**src/rtl/fixed_point_add_sub_pipe_pkg.sv**
```systemverilog
// Shared types and constants for the fixed-point add/sub pipeline.
package fixed_point_pkg;

  typedef enum logic [1:0] {
    ADD     = 2'd0,
    SUB     = 2'd1,
    ACC_ADD = 2'd2,
    ACC_SUB = 2'd3
  } op_e;

  localparam int STAGES_MIN = 1;
  localparam int STAGES_MAX = 4;

endpackage

```
**src/rtl/fixed_point_add_sub_pipe_if.sv**
```systemverilog
// Operand/result handshake bundle for fixed_point_add_sub_pipe.
interface fixed_point_add_sub_pipe_if #(parameter int N = 32);
  import fixed_point_pkg::*;

  logic         in_valid;
  logic         in_ready;
  op_e          op;
  logic         is_signed;
  logic         saturate;
  logic         acc_clr;
  logic [N-1:0] a;
  logic [N-1:0] b;
  logic         out_valid;
  logic         out_ready;
  logic [N-1:0] c;
  logic         ovf;

  modport master (
    output in_valid, op, is_signed, saturate, acc_clr, a, b, out_ready,
    input  in_ready, out_valid, c, ovf
  );

  modport slave (
    input  in_valid, op, is_signed, saturate, acc_clr, a, b, out_ready,
    output in_ready, out_valid, c, ovf
  );
endinterface

```
**src/rtl/fixed_point_add_sub_pipe_add.sv**
```systemverilog
// N-bit adder with carry in/out; ripple-carry structure or behavioural sum.
module Add #(
  parameter int    N     = 32,
  parameter string MODEL = "Structural",
  parameter string TOP   = "RippleCarryAdd"
) (
  input  logic [N-1:0] a,
  input  logic [N-1:0] b,
  input  logic         ci,
  output logic [N-1:0] s,
  output logic         co
);

  generate
    if (MODEL == "Structural" && TOP == "RippleCarryAdd") begin : g_ripple
      logic [N:0] w_cy;
      assign w_cy[0] = ci;
      for (genvar i = 0; i < N; i++) begin : g_bit
        assign s[i]      = a[i] ^ b[i] ^ w_cy[i];
        assign w_cy[i+1] = (a[i] & b[i]) | (w_cy[i] & (a[i] ^ b[i]));
      end
      assign co = w_cy[N];
    end else begin : g_behav
      assign {co, s} = {1'b0, a} + {1'b0, b} + {{N{1'b0}}, ci};
    end
  endgenerate

endmodule

```
**src/rtl/fixed_point_add_sub_pipe.sv**
```systemverilog
// Add/sub/accumulate with overflow detect and optional saturation, computed in
// stage 1 and delayed through a globally stalled register pipeline.
module fixed_point_add_sub_pipe
  import fixed_point_pkg::*;
#(
  parameter int    N      = 32,
  parameter int    STAGES = 2,
  parameter string MODEL  = "Structural",
  parameter string TOP    = "RippleCarryAdd"
) (
  input logic                       clk,
  input logic                       rst_n,
  fixed_point_add_sub_pipe_if.slave bus
);

  localparam int DEPTH = (STAGES < STAGES_MIN) ? STAGES_MIN :
                         (STAGES > STAGES_MAX) ? STAGES_MAX : STAGES;

  logic         w_adv, w_accept, w_sub, w_acc_op, w_co, w_ovf;
  logic [N-1:0] w_x, w_xi, w_s, w_sat, w_res;
  logic [N-1:0] r_acc;

  logic [DEPTH:1]        r_vld_pipe;
  logic [DEPTH:1]        r_ovf;
  logic [DEPTH:1][N-1:0] r_c;

  assign w_adv        = !bus.out_valid || bus.out_ready;
  assign bus.in_ready = w_adv;
  assign w_accept     = bus.in_valid && w_adv;

  assign w_sub    = (bus.op == SUB) || (bus.op == ACC_SUB);
  assign w_acc_op = (bus.op == ACC_ADD) || (bus.op == ACC_SUB);
  assign w_x      = w_acc_op ? (bus.acc_clr ? '0 : r_acc) : bus.b;
  // Subtraction is a + ~X + 1, so the inverted operand is the effective one.
  assign w_xi     = w_x ^ {N{w_sub}};

  Add #(.N(N), .MODEL(MODEL), .TOP(TOP)) u_add (
    .a  (bus.a),
    .b  (w_xi),
    .ci (w_sub),
    .s  (w_s),
    .co (w_co)
  );

  always_comb begin
    w_ovf = 1'b0;
    w_sat = '0;
    if (bus.is_signed) begin
      w_ovf = (bus.a[N-1] == w_xi[N-1]) && (w_s[N-1] != bus.a[N-1]);
      w_sat = bus.a[N-1] ? {1'b1, {(N-1){1'b0}}} : {1'b0, {(N-1){1'b1}}};
    end else begin
      // carry set on add = overflow; carry clear on sub = borrow
      w_ovf = w_co ^ w_sub;
      w_sat = w_sub ? '0 : '1;
    end
  end

  assign w_res = (bus.saturate && w_ovf) ? w_sat : w_s;

  always_ff @(posedge clk or negedge rst_n) begin
    if (!rst_n) begin
      r_acc <= '0;
    end else if (w_accept) begin
      if (w_acc_op)         r_acc <= w_res;
      else if (bus.acc_clr) r_acc <= '0;
    end
  end

  always_ff @(posedge clk or negedge rst_n) begin
    if (!rst_n) begin
      r_vld_pipe <= '0;
      r_ovf      <= '0;
      r_c        <= '0;
    end else if (w_adv) begin
      r_vld_pipe[1] <= w_accept;
      r_ovf[1]      <= w_accept && w_ovf;
      r_c[1]        <= w_res;
      for (int i = 2; i <= DEPTH; i++) begin
        r_vld_pipe[i] <= r_vld_pipe[i-1];
        r_ovf[i]      <= r_ovf[i-1];
        r_c[i]        <= r_c[i-1];
      end
    end
  end

  assign bus.out_valid = r_vld_pipe[DEPTH];
  assign bus.ovf       = r_ovf[DEPTH];
  assign bus.c         = r_c[DEPTH];

endmodule

```
**src/flat_wrapper.sv**
```systemverilog
// flat-port wrapper written by rule: the top's interface ports become plain ports
module fixed_point_add_sub_pipe_flat import fixed_point_pkg::*;
#(
  parameter int    N      = 32,
  parameter int    STAGES = 2,
  parameter string MODEL  = "          ",
  parameter string TOP    = "              "
)
  (clk, rst_n, bus_in_valid, bus_op, bus_is_signed, bus_saturate, bus_acc_clr, bus_a, bus_b, bus_out_ready, bus_in_ready, bus_out_valid, bus_c, bus_ovf);
  fixed_point_add_sub_pipe_if #(.N(N)) bus_i ();
  input logic clk;
  input logic rst_n;
  input wire logic [$bits(bus_i.in_valid)-1:0] bus_in_valid;
  input wire logic [$bits(bus_i.op)-1:0] bus_op;
  input wire logic [$bits(bus_i.is_signed)-1:0] bus_is_signed;
  input wire logic [$bits(bus_i.saturate)-1:0] bus_saturate;
  input wire logic [$bits(bus_i.acc_clr)-1:0] bus_acc_clr;
  input wire logic [$bits(bus_i.a)-1:0] bus_a;
  input wire logic [$bits(bus_i.b)-1:0] bus_b;
  input wire logic [$bits(bus_i.out_ready)-1:0] bus_out_ready;
  output wire logic [$bits(bus_i.in_ready)-1:0] bus_in_ready;
  output wire logic [$bits(bus_i.out_valid)-1:0] bus_out_valid;
  output wire logic [$bits(bus_i.c)-1:0] bus_c;
  output wire logic [$bits(bus_i.ovf)-1:0] bus_ovf;
  assign bus_i.in_valid = bus_in_valid;
  assign bus_i.op = bus_op;
  assign bus_i.is_signed = bus_is_signed;
  assign bus_i.saturate = bus_saturate;
  assign bus_i.acc_clr = bus_acc_clr;
  assign bus_i.a = bus_a;
  assign bus_i.b = bus_b;
  assign bus_i.out_ready = bus_out_ready;
  assign bus_in_ready = bus_i.in_ready;
  assign bus_out_valid = bus_i.out_valid;
  assign bus_c = bus_i.c;
  assign bus_ovf = bus_i.ovf;
  fixed_point_add_sub_pipe #(.N(N), .STAGES(STAGES), .MODEL(MODEL), .TOP(TOP)) u_core (.clk(clk), .rst_n(rst_n), .bus(bus_i));
endmodule
```
**config.mk**
```make
export PLATFORM = sky130hd
export DESIGN_NAME = fixed_point_add_sub_pipe_flat
export DESIGN_NICKNAME = d
export VERILOG_FILES = /design/src/rtl/fixed_point_add_sub_pipe_pkg.sv /design/src/rtl/fixed_point_add_sub_pipe_if.sv /design/src/rtl/fixed_point_add_sub_pipe_add.sv /design/src/rtl/fixed_point_add_sub_pipe.sv /design/src/flat_wrapper.sv
export SDC_FILE = /design/constraint.sdc
export NUM_CORES = 1
export LEC_CHECK = 0
export CAP_MARGIN = 10
export CELL_PAD_IN_SITES_DETAIL_PLACEMENT = 0
export CELL_PAD_IN_SITES_GLOBAL_PLACEMENT = 1
export CORE_MARGIN = 1
export CORE_UTILIZATION = 40
export CTS_CLUSTER_SIZE = 30
export DETAILED_ROUTE_END_ITERATION = 7
export DONT_BUFFER_PORTS = 1
export PLACE_DENSITY = 0.71
export SLEW_MARGIN = 20
export SYNTH_ARGS = -nofsm -noshare
export SYNTH_HDL_FRONTEND = slang
export SYNTH_HIERARCHICAL = 1
export SYNTH_SLANG_ARGS = --single-unit
```
**constraint.sdc**
```tcl
create_clock -name clk -period 6 [get_ports clk]
set_clock_uncertainty 0.2 [all_clocks]
set_input_delay 1.2 -clock clk [delete_from_list [all_inputs] [get_ports clk]]
set_output_delay 1.2 -clock clk [all_outputs]
set_load 0.05 [all_outputs]
```
# Yosys cells after proc, flatten, opt, wreduce, memory -nomap -nowiden
# Index checks and enable logic that the tools add are counted.
# totals
elab_cells	30
regBits	100
# op_classes
mux	8
n_eq_ne	5
n_addsub	2
reduce_logical	8
bitwise	2
# ops
operator	count
32-bit two-way mux	7
32-bit by 32-bit adder with 33-bit output	1
33-bit by 1-bit adder with 33-bit output	1
32-bit bitwise XOR	1
2-bit == test, second input constant	2
1-bit logical AND	4
1-bit logical OR	3
2-bit by 1-bit == test with 1-bit output, second input constant	1
1-bit == test	1
1-bit zero test	1
1-bit two-way mux	1
1-bit != test	1
1-bit bitwise XOR	1

# Logic depth before layout (Yosys ltp)
# Gate-level depths: netlist of run 1.
# depth
depth_word	12
ltp_mapped	21
depth_no_buf	17

# Cells and area by module
# Netlist of run 1, hierarchy kept.
# by_module_without_submodules
mod	area_each_um2	cells_each	n_inst
fixed_point_add_sub_pipe	5740.5	608	1
Add	1750.4	244	1

# Worst setup path after synthesis of run 1
# OpenSTA, ideal clock, no wires.
# synth_path
kind	input port to flip-flop
startpoint	input port bus_op[1]
endpoint	register u_core/r_c[30] (netlist name)
n_path_buf	3
cell_stages	19
required_time_ns	5.674
t_arrival_ns	5.402
setup_slack_ns	0.271
cell_sequence	buf_6 clkbuf_1 mux2i_1 xnor2_1 fa_1 fa_1 a21o_1 a221oi_1 o211ai_1 a21oi_1 or3_1 o31a_1 o21ai_1 xnor2_1 o21ai_0 a21boi_4 nor2_4 buf_2 a311o_1
# synth_between
word_cells_on_any_way	18
# synth_lines
element	line_no	text
start, declared	flat_wrapper.sv:14	input wire logic [$bits(bus_i.op)-1:0] bus_op;
2-bit == test, on equally long branches	fixed_point_add_sub_pipe.sv:32, fixed_point_add_sub_pipe.sv:31	
1-bit logical OR	fixed_point_add_sub_pipe.sv:32	assign w_acc_op = (bus.op == ACC_ADD) || (bus.op == ACC_SUB);
32-bit two-way mux	fixed_point_add_sub_pipe.sv:33	assign w_x = w_acc_op ? (bus.acc_clr ? '0 : r_acc) : bus.b;
32-bit bitwise XOR *	fixed_point_add_sub_pipe.sv:35	assign w_xi = w_x ^ {N{w_sub}};
via u_core.w_xi[0]	fixed_point_add_sub_pipe.sv:20	logic [N-1:0] w_x, w_xi, w_s, w_sat, w_res;
32-bit by 32-bit adder with 33-bit output *	fixed_point_add_sub_pipe_add.sv:24	assign {co, s} = {1'b0, a} + {1'b0, b} + {{N{1'b0}}, ci};
33-bit by 1-bit adder with 33-bit output *	fixed_point_add_sub_pipe_add.sv:24	
via u_core.w_co	fixed_point_add_sub_pipe.sv:19	logic w_adv, w_accept, w_sub, w_acc_op, w_co, w_ovf;
1-bit bitwise XOR *	fixed_point_add_sub_pipe.sv:53	w_ovf = w_co ^ w_sub;
1-bit two-way mux *	fixed_point_add_sub_pipe.sv:48	if (bus.is_signed) begin
1-bit logical AND *	fixed_point_add_sub_pipe.sv:58	assign w_res = (bus.saturate && w_ovf) ? w_sat : w_s;
32-bit two-way mux *	fixed_point_add_sub_pipe.sv:58	
end signal, assigned by index	fixed_point_add_sub_pipe.sv:81	r_c[i] <= r_c[i-1];
end, declared	fixed_point_add_sub_pipe.sv:25	logic [DEPTH:1][N-1:0] r_c;
# The timed path passes the listed nets; every way through them passes the cells marked *.
# A chain may end at the register's enable or synchronous reset.

# Worst setup path in the final report of run 1
# layout_path
startpoint	input port bus_acc_clr
endpoint	register u_core/r_c[20] (netlist name)
# layout_between
word_cells_on_any_way	12
# layout_lines
element	line_no	text
start, declared	flat_wrapper.sv:17	input wire logic [$bits(bus_i.acc_clr)-1:0] bus_acc_clr;
32-bit two-way mux (2 in a row)	fixed_point_add_sub_pipe.sv:33	
32-bit bitwise XOR	fixed_point_add_sub_pipe.sv:35	
via u_core.w_xi[0]	fixed_point_add_sub_pipe.sv:20	
32-bit by 32-bit adder with 33-bit output	fixed_point_add_sub_pipe_add.sv:24	
33-bit by 1-bit adder with 33-bit output	fixed_point_add_sub_pipe_add.sv:24	
via u_core.w_co	fixed_point_add_sub_pipe.sv:19	
1-bit bitwise XOR	fixed_point_add_sub_pipe.sv:53	
1-bit two-way mux	fixed_point_add_sub_pipe.sv:48	
1-bit logical AND	fixed_point_add_sub_pipe.sv:58	
32-bit two-way mux	fixed_point_add_sub_pipe.sv:58	
# The timed path passes the listed nets, and every way through them passes these cells.

==> reports/results.env, run 1 <==
GLOBAL_PLACER_S_FINAL_WEIGHTED_CONGESTION=0.8167
RSZ0062_AT_GRT='false'
GRT_PASS1_WL_UM=31970
SETUP_VIOL=0
FINAL_MAX_SLEW_VIOL_COUNT=0
SYNTH_CELL_TYPE_COUNT=65
DESIGN.DIE.AREA_UM2=19280
WORSTPATHMAXFANOUT=33
FP.DIEW_UM=138.8
ASYNC_FLOP_SHARE_PCT=100.0
FINISH.NET_COUNT=888
FINAL.SETUP.TNS_NS=0
CLOCK.FMAX_MHz=174.9
POWER.SEQUENTIAL.FRACTION_PCT=44.9
CRIT_TYPE='input pin to register'
POSTSYNTHNETCOUNT=958
PART_OF_THE_YOSYS_AREA_USED_FOR_SEQUENTIAL_ELEMENTS_PCT=33.41
MIN_PERIOD_NS=5.718
CLOCK_LATENCY_NS=0.35
INT_POWER_mW=1.776
NUM_ANTENNA_CELLS=0
SYNTHTOPCELLSBYAREA='dfrtp_1 33%, nand2_1 7.7%, xnor2_1 5.5%'
TIMING.CRITICAL_PATH.REQUIRED_NS=6.08
MULTI_INPUT_LOGIC_AREA_UM2=4431
YOSYSWARNINGS=6
DIE-HEIGHT_UM=138.8
TOTAL_POWER_mW=3.217
P_CLK_SHARE_PCT=18.7
SWITCHINGPOWER_mW=1.441
GRT_USE_MET3_PCT=3.108
DP_HPWL_UM=14040
SWSHARE_PCT=44.78
GRT_MAX_DEGREE=101
CELL_COUNT_FINAL_FILLERS_OUT=1016
DRC=8
POST_CTS.RESIZED_INSTANCES=0
CTSHOLDBUFFERS=0
SYNTHDOMINANTCELLAREASHARE_PCT=33.41
WIRELENGTH_UM=19960
WORST_SETUP_HOLD_PATH_CLK_SLEW_NS=0.07
POWER_LEAKAGE_nW=3.349
R2R-END='u_core/r_c[20]$_DFFE_PN0N_'
ROUTE.DETAILED.WL_PER_INST_UM=19.64
WORST_PATH_MAX_DELAY_CELL='nor2_4'
MAX-CAP-VIOLATIONS=0
PORT_BUFFERS=0
CRITPATHCAPTURE='u_core/r_c[20]$_DFFE_PN0N_'
DRTITER0DRC=515
SYN2LAYOUT_AREA_GROWTH_PCT=2.940
GLOBAL_ROUTE_CONGESTION_OVERFLOW_TOTAL=0
GLOBALROUTEMET1UTIL_PCT=30.04
GRT.TOTAL_USAGE_PCT=21.07
DRIVE_ABOVE_1_SHARE_PCT=6.989
HOLD_SLACK_NS=0.2654
N_FILL_CELL=1823
SEQUENTIAL_CELL_AREA_UM2=2502
TOP_LEVEL_PORTS=108
TIGHTEST_SLEW_NS=0.7804
SYN-INSTANCE-COUNT=852
POST_DRT_VIA_CELL_RATIO=5.863
VIAS_IN_THE_FIRST_GLOBAL_ROUTE=5818
CTS.REPAIR_TIMING.SETUP_BUFFER_COUNT=0
REG2REG_DEPTH=17
TIMING.CRITICAL_PATH.SLOWEST_CELL_DELAY_NS=0.64
VIOLATED_CHECKS='design-rule violations'
WORST_EP_ARRIVAL_TIME_NS=5.79
PLACE_WS_NS=0.0008029
POST-ROUTE-WORST-SETUP-SLACK_NS=0.2825
PLACEDCELLCOUNT=1000
WORST_SETUP_SLACK_FOR_REGISTER_TO_REGISTER_PATHS_NS=0.75
HOLD_PATH_CLASS='register to register'
SYNTH_AREA_UM2=7491
MAX_SLEW_MARGIN_PCT=47.85
YS_SEQ_ELEMENTS=100
MOST_USED_DFF_POST_SYNTH='dfrtp_1'
TIMING.CRITICAL_PATH.FROM_TYPE='input pin'
MOST-COMMON-LAYOUT-CELLS='153 x nand2_1, 100 x dfrtp_1, 47 x xnor2_1'
FINAL.PERIOD_UTILIZATION_PCT=95.29
ROOT_BUFFER='clkbuf_16'
WORSTSETUPENDPOINTTYPE='register'
TIMING.CRITICAL_PATH.CELLS='and2b_1, mux2i_1, xnor2_1, fa_1, fa_1, a21o_1, a221oi_1, o211ai_1, a21oi_1, or3_1, o31a_1, o21ai_1, xnor2_1, o32ai_1, and3_1, nor2_4, a311o_1'
ANTENNA_VIOLATIONS_BEFORE_REPAIR=0
COREAREA_UM2=18150
CRIT_START='bus_acc_clr'
REPORT.FINAL.HOLD_VIOL_COUNT=0
RUN_STATUS='complete, but fails checks'
ROW_COUNT=49
MOSTFREQUENTLAYOUTCELL='nand2_1'
POWER.IR.VDD_WORST_mV=0.1758
FLOORPLAN.INITIALDENSITY_PCT=41.28
SYNTH_ENABLE_FLOP_CELLS=0
SHARE_COMB_OF_TOTAL_POWER_PCT=36.4
SYNTH_TOP_CELL_BY_AREA='dfrtp_1'
DR_PASS1_ITERATIONS=8
FINAL_ANTENNA_NET_COUNT=0
DETAILROUTE.VIA_COUNT=5957
POWER-PER-CELL-AREA_nW_PER_UM2=417.2
CTS_TREE='done'
CTS.HTREE.LEVELS=3
CLOCK_BUFFER_COUNT_FROM_CTS=9
REG2REG_FROM='u_core/r_acc[0]$_DFFE_PN0P_'
GRT.BUSIEST_LAYER='met2'
MAXIMUM_ROOT_TO_SINK_BUFFER_COUNT=2
MET2_GLOBAL_ROUTE_USAGE_PCT=32.64
CTS_SINKS=100
SYN-MEAN-INSTANCE-AREA_UM2=8.792
stage by stage:
| stage | utilization [%] | instance area, µm² |
|---|---|---|
| after floorplan | - | 7491 |
| after global placement | 40.84 | 7411 |
| after detailed placement | 40.84 | 7411 |
| after CTS | 42.49 | 7711 |
| after global routing | 42.49 | 7711 |
| final | 42.49 | 7711 |
cells by family after synthesis:
family	count (synthesis)	share of synthesized area, %
AND/OR/NAND/NOR	339	23.92
AO/OA/AOI/OAI	179	17.62
buffers and inverters	107	7.817
flip-flops	100	33.41
XOR/XNOR	62	7.249
adder cells (fa/ha/maj)	33	5.712
multiplexers	32	4.276
state kept, by name, summed over array words and instances (netlist names):
name,cells
u_core/bus.c,32
u_core/r_acc,32
u_core/r_c,32
u_core/r_ovf,2
u_core/r_vld_pipe,2
cell usage after synthesis, types with 17 or more instances:
library cell  number
nand2_1          153
dfrtp_1          100
xnor2_1           47
nor2_1            46
clkbuf_1          37
o31ai_1           37
a21oi_1           36
buf_4             34
nor2b_1           33
and2_1            32
mux2i_1           32
a311o_1           31
ha_1              31
nor4b_1           22
a21o_1            17
power by group through the flow:
stage | Sequential (mW) | Clock [mW] | Combinational (mW)
floorplan | 1.05 | 0 | 1.43
global placement | 1.46 | 0 | 1.14
detailed placement | 1.46 | 0 | 1.16
CTS | 1.45 | 0.620 | 1.16
global route | 1.48 | 0.643 | 1.29
finish | 1.45 | 0.600 | 1.17
how the worst min path moves through the flow:
stage                                      from                                to  slack, ns  depth (start not counted)
3_5_place_dp   u_core/r_vld_pipe[1]$_DFFE_PN0N_  u_core/r_vld_pipe[2]$_DFFE_PN0N_       0.25                          1
5_1_grt               u_core/r_c[0]$_DFFE_PN0N_       u_core/bus.c[0]$_DFFE_PN0N_       0.29                          2
2_1_floorplan  u_core/r_vld_pipe[1]$_DFFE_PN0N_  u_core/r_vld_pipe[2]$_DFFE_PN0N_       0.23                          1
4_1_cts        u_core/r_vld_pipe[1]$_DFFE_PN0N_  u_core/r_vld_pipe[2]$_DFFE_PN0N_       0.27                          1
6_report       u_core/r_vld_pipe[1]$_DFFE_PN0N_  u_core/r_vld_pipe[2]$_DFFE_PN0N_       0.27                          1
3_3_place_gp   u_core/r_vld_pipe[1]$_DFFE_PN0N_  u_core/r_vld_pipe[2]$_DFFE_PN0N_       0.25                          1
critical path: cells and delay by family:
family / cells / cell delay [ns]
AOI/OAI and AO/OA: 8 / 1.91
and+or+nand+nor: 4 / 1.24
adders and majority gates: 2 / 0.89
xor gates and xnor gates: 2 / 0.37
muxes: 1 / 0.18
layout make-up:
class | count | share of cell area [%]
clock buffers | 11 | 3.148
clock inverters | 5 | 0.7464
inverters | 11 | 0.5355
multi-input cells | 645 | 57.46
flip-flops and latches | 100 | 32.45
well taps | 229 | 3.716
repair buffers | 15 | 1.947
routing by layer:
| layer | share of wire, % | up-vias |
|---|---|---|
| li1 | - | 2835 |
| met1 | 47 | 2917 |
| met2 | 46 | 191 |
| met3 | 6.4 | 14 |
| met4 | 1.3 | 0 |
| met5 | 0 | - |
Note: power is estimated with default switching activity, not from simulation.
==> inputs of run 2 (changes only) <==
ABC_AREA = 1   (was unset)
CORE_UTILIZATION = 39   (was 40)
DONT_BUFFER_PORTS = unset   (was 1)
PLACE_DENSITY = 0.84   (was 0.71)
==> run 2 against run 1 <==
  * The flow now finishes without violations
  * Power down 1.1%
  * Utilization is 4.6 points higher
  * Non-clock buffer count increased by 105
  * Maximum frequency is 10% higher
  * Cell count up 56%
  * First-iteration DRC count is 13% lower
  * Via count increased by 26%
  * Register-to-register slack improved by 1.2 ns
  * Global-route usage rose by 0.69 points
  * Sequential share of layout area is 5.5 points lower
  * Critical path depth rose by 5
  * Clock power rose by 6.3%
  * Largest power group is now combinational cells
  * Highest routed layer unchanged
==> reports/results.env, run 2 <==
VIAS_IN_THE_FIRST_GLOBAL_ROUTE=7308  # +26%
MULTI_INPUT_LOGIC_AREA_UM2=4474  # +0.99%
POST_DRT_VIA_CELL_RATIO=4.720  # -20%
SYN-INSTANCE-COUNT=1271  # +49%
REG2REG_DEPTH=20  # +3
MIN_PERIOD_NS=5.185  # -0.5329 ns
DESIGN.DIE.AREA_UM2=20900  # +8.4%
DR_PASS1_ITERATIONS=5  # -3
N_FILL_CELL=2133  # +17%
POWER_LEAKAGE_nW=5.259  # +57%
COREAREA_UM2=19720  # +8.7%
POST_CTS.RESIZED_INSTANCES=0  # unchanged
ASYNC_FLOP_SHARE_PCT=100.0  # unchanged
DP_HPWL_UM=16800  # +20%
TOTAL_POWER_mW=3.180  # -1.1%
HOLD_PATH_DEPTH=2  # +1
FP.DIEW_UM=144.6  # +4.1%
CRIT_TYPE='input pin to register'
GLOBAL_PLACER_S_FINAL_WEIGHTED_CONGESTION=0.8797  # +7.7%
POWER.IR.VDD_WORST_mV=0.1783  # +1.4%
MOST-COMMON-LAYOUT-CELLS='654 x nand2_1, 124 x inv_1, 105 x clkdlybuf4s50_1'
DETAILROUTE.VIA_COUNT=7495  # +26%
PORT_BUFFERS=107  # +107
NUM_ANTENNA_CELLS=0  # unchanged
DIE-HEIGHT_UM=144.6  # +4.1%
ROOT_BUFFER='clkbuf_16'
RUN_STATUS='completed'
WORSTSETUPENDPOINTTYPE='register'
POSTSYNTHNETCOUNT=1377  # +44%
MOSTFREQUENTLAYOUTCELL='nand2_1'
CLOCK_LATENCY_NS=0.34  # about the same
WORST_SETUP_HOLD_PATH_CLK_SLEW_NS=0.07  # about the same
TIMING.CRITICAL_PATH.REQUIRED_NS=6.08  # about the same
FINISH.NET_COUNT=1424  # +60%
SYNTH_TOP_CELLS_BY_COUNT='655 x nand2_1, 124 x inv_1, 100 x dfrtp_1'
YS_SEQ_ELEMENTS=100  # unchanged
SYN2LAYOUT_AREA_GROWTH_PCT=17.25
GLOBAL_ROUTE_CONGESTION_OVERFLOW_TOTAL=0  # unchanged
TOP_COUNT_CELL_POST_SYNTH='nand2_1'
ROW_COUNT=51  # +4.1%
WIRELENGTH_UM=21900  # +9.7%
SYN-MEAN-INSTANCE-AREA_UM2=6.237  # -29%
POWER-PER-CELL-AREA_nW_PER_UM2=342.2  # -18%
SYNTH_CELL_TYPE_COUNT=29  # -55%
GRT_PASS1_WL_UM=35490  # +11%
CTS.REPAIR_TIMING.SETUP_BUFFER_COUNT=0  # unchanged
TIMING.CRITICAL_PATH.SLOWEST_CELL_DELAY_NS=0.48  # -0.16 ns
PART_OF_THE_YOSYS_AREA_USED_FOR_SEQUENTIAL_ELEMENTS_PCT=31.57  # -1.8 points
SETUP_VIOL=0  # unchanged
SYNTHDOMINANTCELLAREASHARE_PCT=31.57  # -1.8 points
SYNTH_AREA_UM2=7928  # +5.8%
ROUTE.DETAILED.WL_PER_INST_UM=13.79  # -30%
GRT_MAX_DEGREE=69  # -32%
REPORT.FINAL.HOLD_VIOL_COUNT=0  # unchanged
DRIVE_ABOVE_1_SHARE_PCT=4.006  # -3.0 points
CLOCK.FMAX_MHz=192.9  # +10%
DRC=0  # -8
CTS.HTREE.LEVELS=3  # unchanged
FINAL.PERIOD_UTILIZATION_PCT=86.41  # -8.9 points
CELL_REPEATED_MOST_ALONG_THE_WORST_PATH='nand2_1'
TIGHTEST_SLEW_NS=0.8641  # +0.08370 ns
TIMING.CRITICAL_PATH.CELLS='clkdlybuf4s50_1, inv_2, nand2_1, o21ai_0, xor2_1, fa_1, fa_1, nand3_1, nand3_1, nand2_1, nand2_2, nand3_1, nand3_1, nand2_1, nand2_1, xnor2_1, nand2_1, nand4_4, buf_4, nand3_1, nand2_1, nand2_1'
MAX_SLEW_MARGIN_PCT=42.39  # -5.5 points
SYNTH_ENABLE_FLOP_CELLS=0  # unchanged
DRTITER0DRC=447  # -13%
CTSHOLDBUFFERS=0  # unchanged
TOP_LEVEL_PORTS=108  # unchanged
YOSYSWARNINGS=6  # unchanged
HOLD_PATH_CLASS='register to register'
CTS_TREE='done'
FINAL_ANTENNA_NET_COUNT=0  # unchanged
MAXIMUM_ROOT_TO_SINK_BUFFER_COUNT=2  # unchanged
SYNTH_TOP_CELL_BY_AREA='dfrtp_1'
FINAL_MAX_SLEW_VIOL_COUNT=0  # unchanged
WORSTPATHMAXFANOUT=34  # +3.0%
CLOCK_BUFFER_COUNT_FROM_CTS=9  # unchanged
CTS_SINKS=100  # unchanged
ANTENNA_VIOLATIONS_BEFORE_REPAIR=0  # unchanged
FINAL.SETUP.TNS_NS=0  # unchanged
SEQUENTIAL_CELL_AREA_UM2=2502  # unchanged
TIMING.CRITICAL_PATH.FROM_TYPE='input pin'
GRT.TOTAL_USAGE_PCT=21.76  # +0.69 points
FLOORPLAN.INITIALDENSITY_PCT=40.21  # -1.1 points
MOST_USED_DFF_POST_SYNTH='dfrtp_1'
WORST_EP_ARRIVAL_TIME_NS=5.26  # -0.53 ns
SYNTHTOPCELLSBYAREA='dfrtp_1 32%, nand2_1 31%, inv_1 5.9%'
MAX-CAP-VIOLATIONS=0  # unchanged
RSZ0062_AT_GRT='false'
WORST_PATH_MAX_DELAY_CELL='fa_1'
==> run 2: cell types whose count changed after synthesis, sizes merged, moves of 33 or more <==
cell | previous run | this run
inv | 11 | 127
nand2 | 154 | 664
nand3 | 7 | 67
nor2b | 33 | 0
o31ai | 37 | 0
xnor2 | 47 | 2
==> run 2: logic make-up (layout without fill, tap and decap cells) <==
group           Yosys count  after routing  share of synthesized area (%)
flops                   100            100                          31.57
compound gates           91             91                          5.840
buf+inv                 211            263                          12.18
simple gates            789            789                          39.82
xor+xnor                 47             47                          5.193
fa+ha+maj                33             33                          5.398
==> run 2: final timing paths <==
path | from | endpoint | slack (ns)
min | u_core/r_c[7]$_DFFE_PN0N_ | u_core/bus.c[7]$_DFFE_PN0N_ | 0.27
min in group asynchronous | rst_n | u_core/r_acc[5]$_DFFE_PN0P_ | 0.78
max reg2reg | u_core/r_acc[0]$_DFFE_PN0P_ | u_core/r_acc[29]$_DFFE_PN0P_ | 1.98
max in group asynchronous | rst_n | u_core/bus.c[30]$_DFFE_PN0N_ | 3.82
min reg2reg | u_core/r_c[7]$_DFFE_PN0N_ | u_core/bus.c[7]$_DFFE_PN0N_ | 0.27
max | bus_acc_clr | u_core/r_acc[29]$_DFFE_PN0P_ | 0.82
==> run 2: cell type report <==
type | instances | share of cell area (%)
clock buffer | 9 | 2.423
clock inverter | 7 | 1.063
inverter | 127 | 5.129
multi-input combinational | 960 | 48.14
sequential | 100 | 26.92
tap | 265 | 3.567
timing repair buffer | 120 | 12.76
==> run 2: per-stage QoR <==
stage               std cells  area (µm²)  util (%)  hold slack [ns]  worst slack [ns]
floorplan                1271        7928         -           0.2198             1.325
global placement         1572        8966     45.47           0.2467            0.5116
detailed placement       1572        8966     45.47           0.2570            0.4180
CTS                      1588        9290     47.12           0.2740            0.7657
global route             1588        9295     47.14           0.2982            0.3588
finish                   1588        9295     47.14           0.2732            0.8154
==> run 2: metal layers <==
metal	wire (µm)	vias to the layer above	GRT usage, %
met5	0	-	0
met4	384	0	5.152
met3	598	28	2.616
met2	10690	147	38.49
met1	10230	3377	28.06
li1	-	3943	-
==> run 2: critical path: cells and delay by family <==
kind | cells | cell delay, ns
and+or+nand+nor | 14 | 1.70
buffers and inverters | 3 | 0.95
adders and majority gates | 2 | 0.94
xor gates and xnor gates | 2 | 0.25
AOI/OAI and AO/OA | 1 | 0.19
==> run 2: power by group <==
| part | total, mW | internal, mW | switching (mW) |
|---|---|---|---|
| clock network | 0.638 | 0.369 | 0.269 |
| logic | 1.54 | 0.513 | 1.02 |
| registers | 1.01 | 0.887 | 0.118 |
| total | 3.18 | 1.77 | 1.41 |
==> edit: new RTL, flow settings as in run 1 <==
`N` is set to 32 in 4 places; all go to 48.
--- a/src/rtl/fixed_point_add_sub_pipe_if.sv
+++ b/src/rtl/fixed_point_add_sub_pipe_if.sv
@@ -1,5 +1,5 @@
 // Operand/result handshake bundle for fixed_point_add_sub_pipe.
-interface fixed_point_add_sub_pipe_if #(parameter int N = 32);
+interface fixed_point_add_sub_pipe_if #(parameter int N = 48);
   import fixed_point_pkg::*;
 
   logic         in_valid;
--- a/src/rtl/fixed_point_add_sub_pipe_add.sv
+++ b/src/rtl/fixed_point_add_sub_pipe_add.sv
@@ -1,6 +1,6 @@
 // N-bit adder with carry in/out; ripple-carry structure or behavioural sum.
 module Add #(
-  parameter int    N     = 32,
+  parameter int    N     = 48,
   parameter string MODEL = "Structural",
   parameter string TOP   = "RippleCarryAdd"
 ) (
--- a/src/rtl/fixed_point_add_sub_pipe.sv
+++ b/src/rtl/fixed_point_add_sub_pipe.sv
@@ -3,7 +3,7 @@
 module fixed_point_add_sub_pipe
   import fixed_point_pkg::*;
 #(
-  parameter int    N      = 32,
+  parameter int    N      = 48,
   parameter int    STAGES = 2,
   parameter string MODEL  = "Structural",
   parameter string TOP    = "RippleCarryAdd"
--- a/src/flat_wrapper.sv
+++ b/src/flat_wrapper.sv
@@ -1,7 +1,7 @@
 // flat-port wrapper written by rule: the top's interface ports become plain ports
 module fixed_point_add_sub_pipe_flat import fixed_point_pkg::*;
 #(
-  parameter int    N      = 32,
+  parameter int    N      = 48,
   parameter int    STAGES = 2,
   parameter string MODEL  = "          ",
   parameter string TOP    = "              "
Interface: changed (resized bus_a, bus_b and bus_c); port bits go from 108 to 156. The function was not compared with the original's and may differ.
==> edit against run 1 <==
Via count is 45% higher. Hold slack got worse by 3.8 ps. Sequential cell count up 48. Worst setup slack improved by 210 ps. Wire length is 51% higher. Non-clock buffer count unchanged. Die area is 49% higher. Register-to-register slack improved by 200 ps. Area after synthesis up 50%. Sequential power rose by 48%. Final area rose by 51%. Power is 54% higher. Critical path type unchanged. Largest cell class unchanged. Largest power group unchanged.
==> edit: results (changes against run 1) <==
Detailed routing:
- The sum of met3 wire segment lengths after detailed routing is 1770 um (was 1290 um).
- The detailed-route vias per instance was 5.59 (was 5.86).
- The number of detailed-routing iterations run before antenna repair is 5 (was 8).
- The met1 wire length came to 15900 um (was 9290 um).
- The met2 wire length is 12100 um (was 9120 um).

Timing:
- The final period utilization came to 0.918 (was 0.953).
- The worst hold-check slack was 262 ps (was 265 ps).

Cells and area:
- The layout net count is 1313 (was 888).
- The final cell utilization of the core came to 0.427 (was 0.425).
- The number of multi-input logic gates is 966 (was 645).

Yosys:
- The register area share after synthesis is 0.330 (was 0.334).
- Top cells by instance count after synthesis: sky130_fd_sc_hd__nand2_1 (237), sky130_fd_sc_hd__dfrtp_1 (148), sky130_fd_sc_hd__xnor2_1 (75) (was sky130_fd_sc_hd__nand2_1 (153), sky130_fd_sc_hd__dfrtp_1 (100), sky130_fd_sc_hd__xnor2_1 (47)).
- The net count after synthesis is 1428 (was 958).

Power and ir drop:
- The standby leakage power is 5.02 nW (was 3.35 nW).
- The power dissipated by switching net loads is 2.25 mW (was 1.44 mW).
- The power drawn by the clock network was 1.04 mW (was 600 uW).
- The worst ir drop on vdd came to 0.000216 V (was 0.000176 V).
- The total power of the final layout is 4.96 mW (was 3.22 mW).
- The combinational cell fraction of total power is 0.357 (was 0.364).

Placed design:
- The global placement routability congestion came to 0.848 (was 0.817).
- The number of placed instances, taps included came to 1512 (was 1000).

GRT:
- The met3 track demand over resource in global routing was 0.0445 (was 0.0311).
- The maximum number of pins on one net before global-route repair is 149 (was 101).

Min path:
- The endpoint with the worst hold slack is u_core/bus.c[16] (was u_core/r_vld_pipe[2]).
- The instance count along the most critical hold path is 2 (was 1).
- The hold path startpoint is u_core/r_c[16] (was u_core/r_vld_pipe[1]).

Critical path:
- The critical path startpoint is bus_op[1] (was bus_acc_clr).
- The maximum net fanout on the critical path is 146 (was 33).
- The delay contributed by the slowest stage of the critical path is 460 ps (was 640 ps).
- The endpoint arrival time on the critical path came to 5620 ps (was 5790 ps).
- The flop-to-flop setup slack is 950 ps (was 750 ps).
- The critical path capture point is u_core/r_acc[1] (was u_core/r_c[20]).
- The number of cells traversed by the worst register-to-register path is 20 (was 17).

Run status:
- Result of the run: finished, final reports clean (was finished, violations left).

CTS:
- The count of H-tree levels built during CTS was 4 (was 3).
[edit: changes by cell type after synthesis, moves of 17 or more]
| cell | before | now |
|---|---|---|
| sky130_fd_sc_hd__and2_1 | 32 | 49 |
| sky130_fd_sc_hd__buf_4 | 34 | 58 |
| sky130_fd_sc_hd__dfrtp_1 | 100 | 148 |
| sky130_fd_sc_hd__nand2_1 | 153 | 237 |
| sky130_fd_sc_hd__nor2_1 | 46 | 68 |
| sky130_fd_sc_hd__nor2b_1 | 33 | 56 |
| sky130_fd_sc_hd__xnor2_1 | 47 | 75 |
[edit: cells by family (layout without fill, tap and decap cells)]
family | Yosys count | count (layout) | share of synthesized area
AND/OR/NAND/NOR | 526 | 526 | 0.249
AO/OA/AOI/OAI | 250 | 250 | 0.169
buffers and inverters | 160 | 58 | 0.0811
flip-flops | 148 | 148 | 0.330
XOR/XNOR | 93 | 93 | 0.0725
adder cells (fa/ha/maj) | 49 | 49 | 0.0559
multiplexers | 48 | 48 | 0.0428
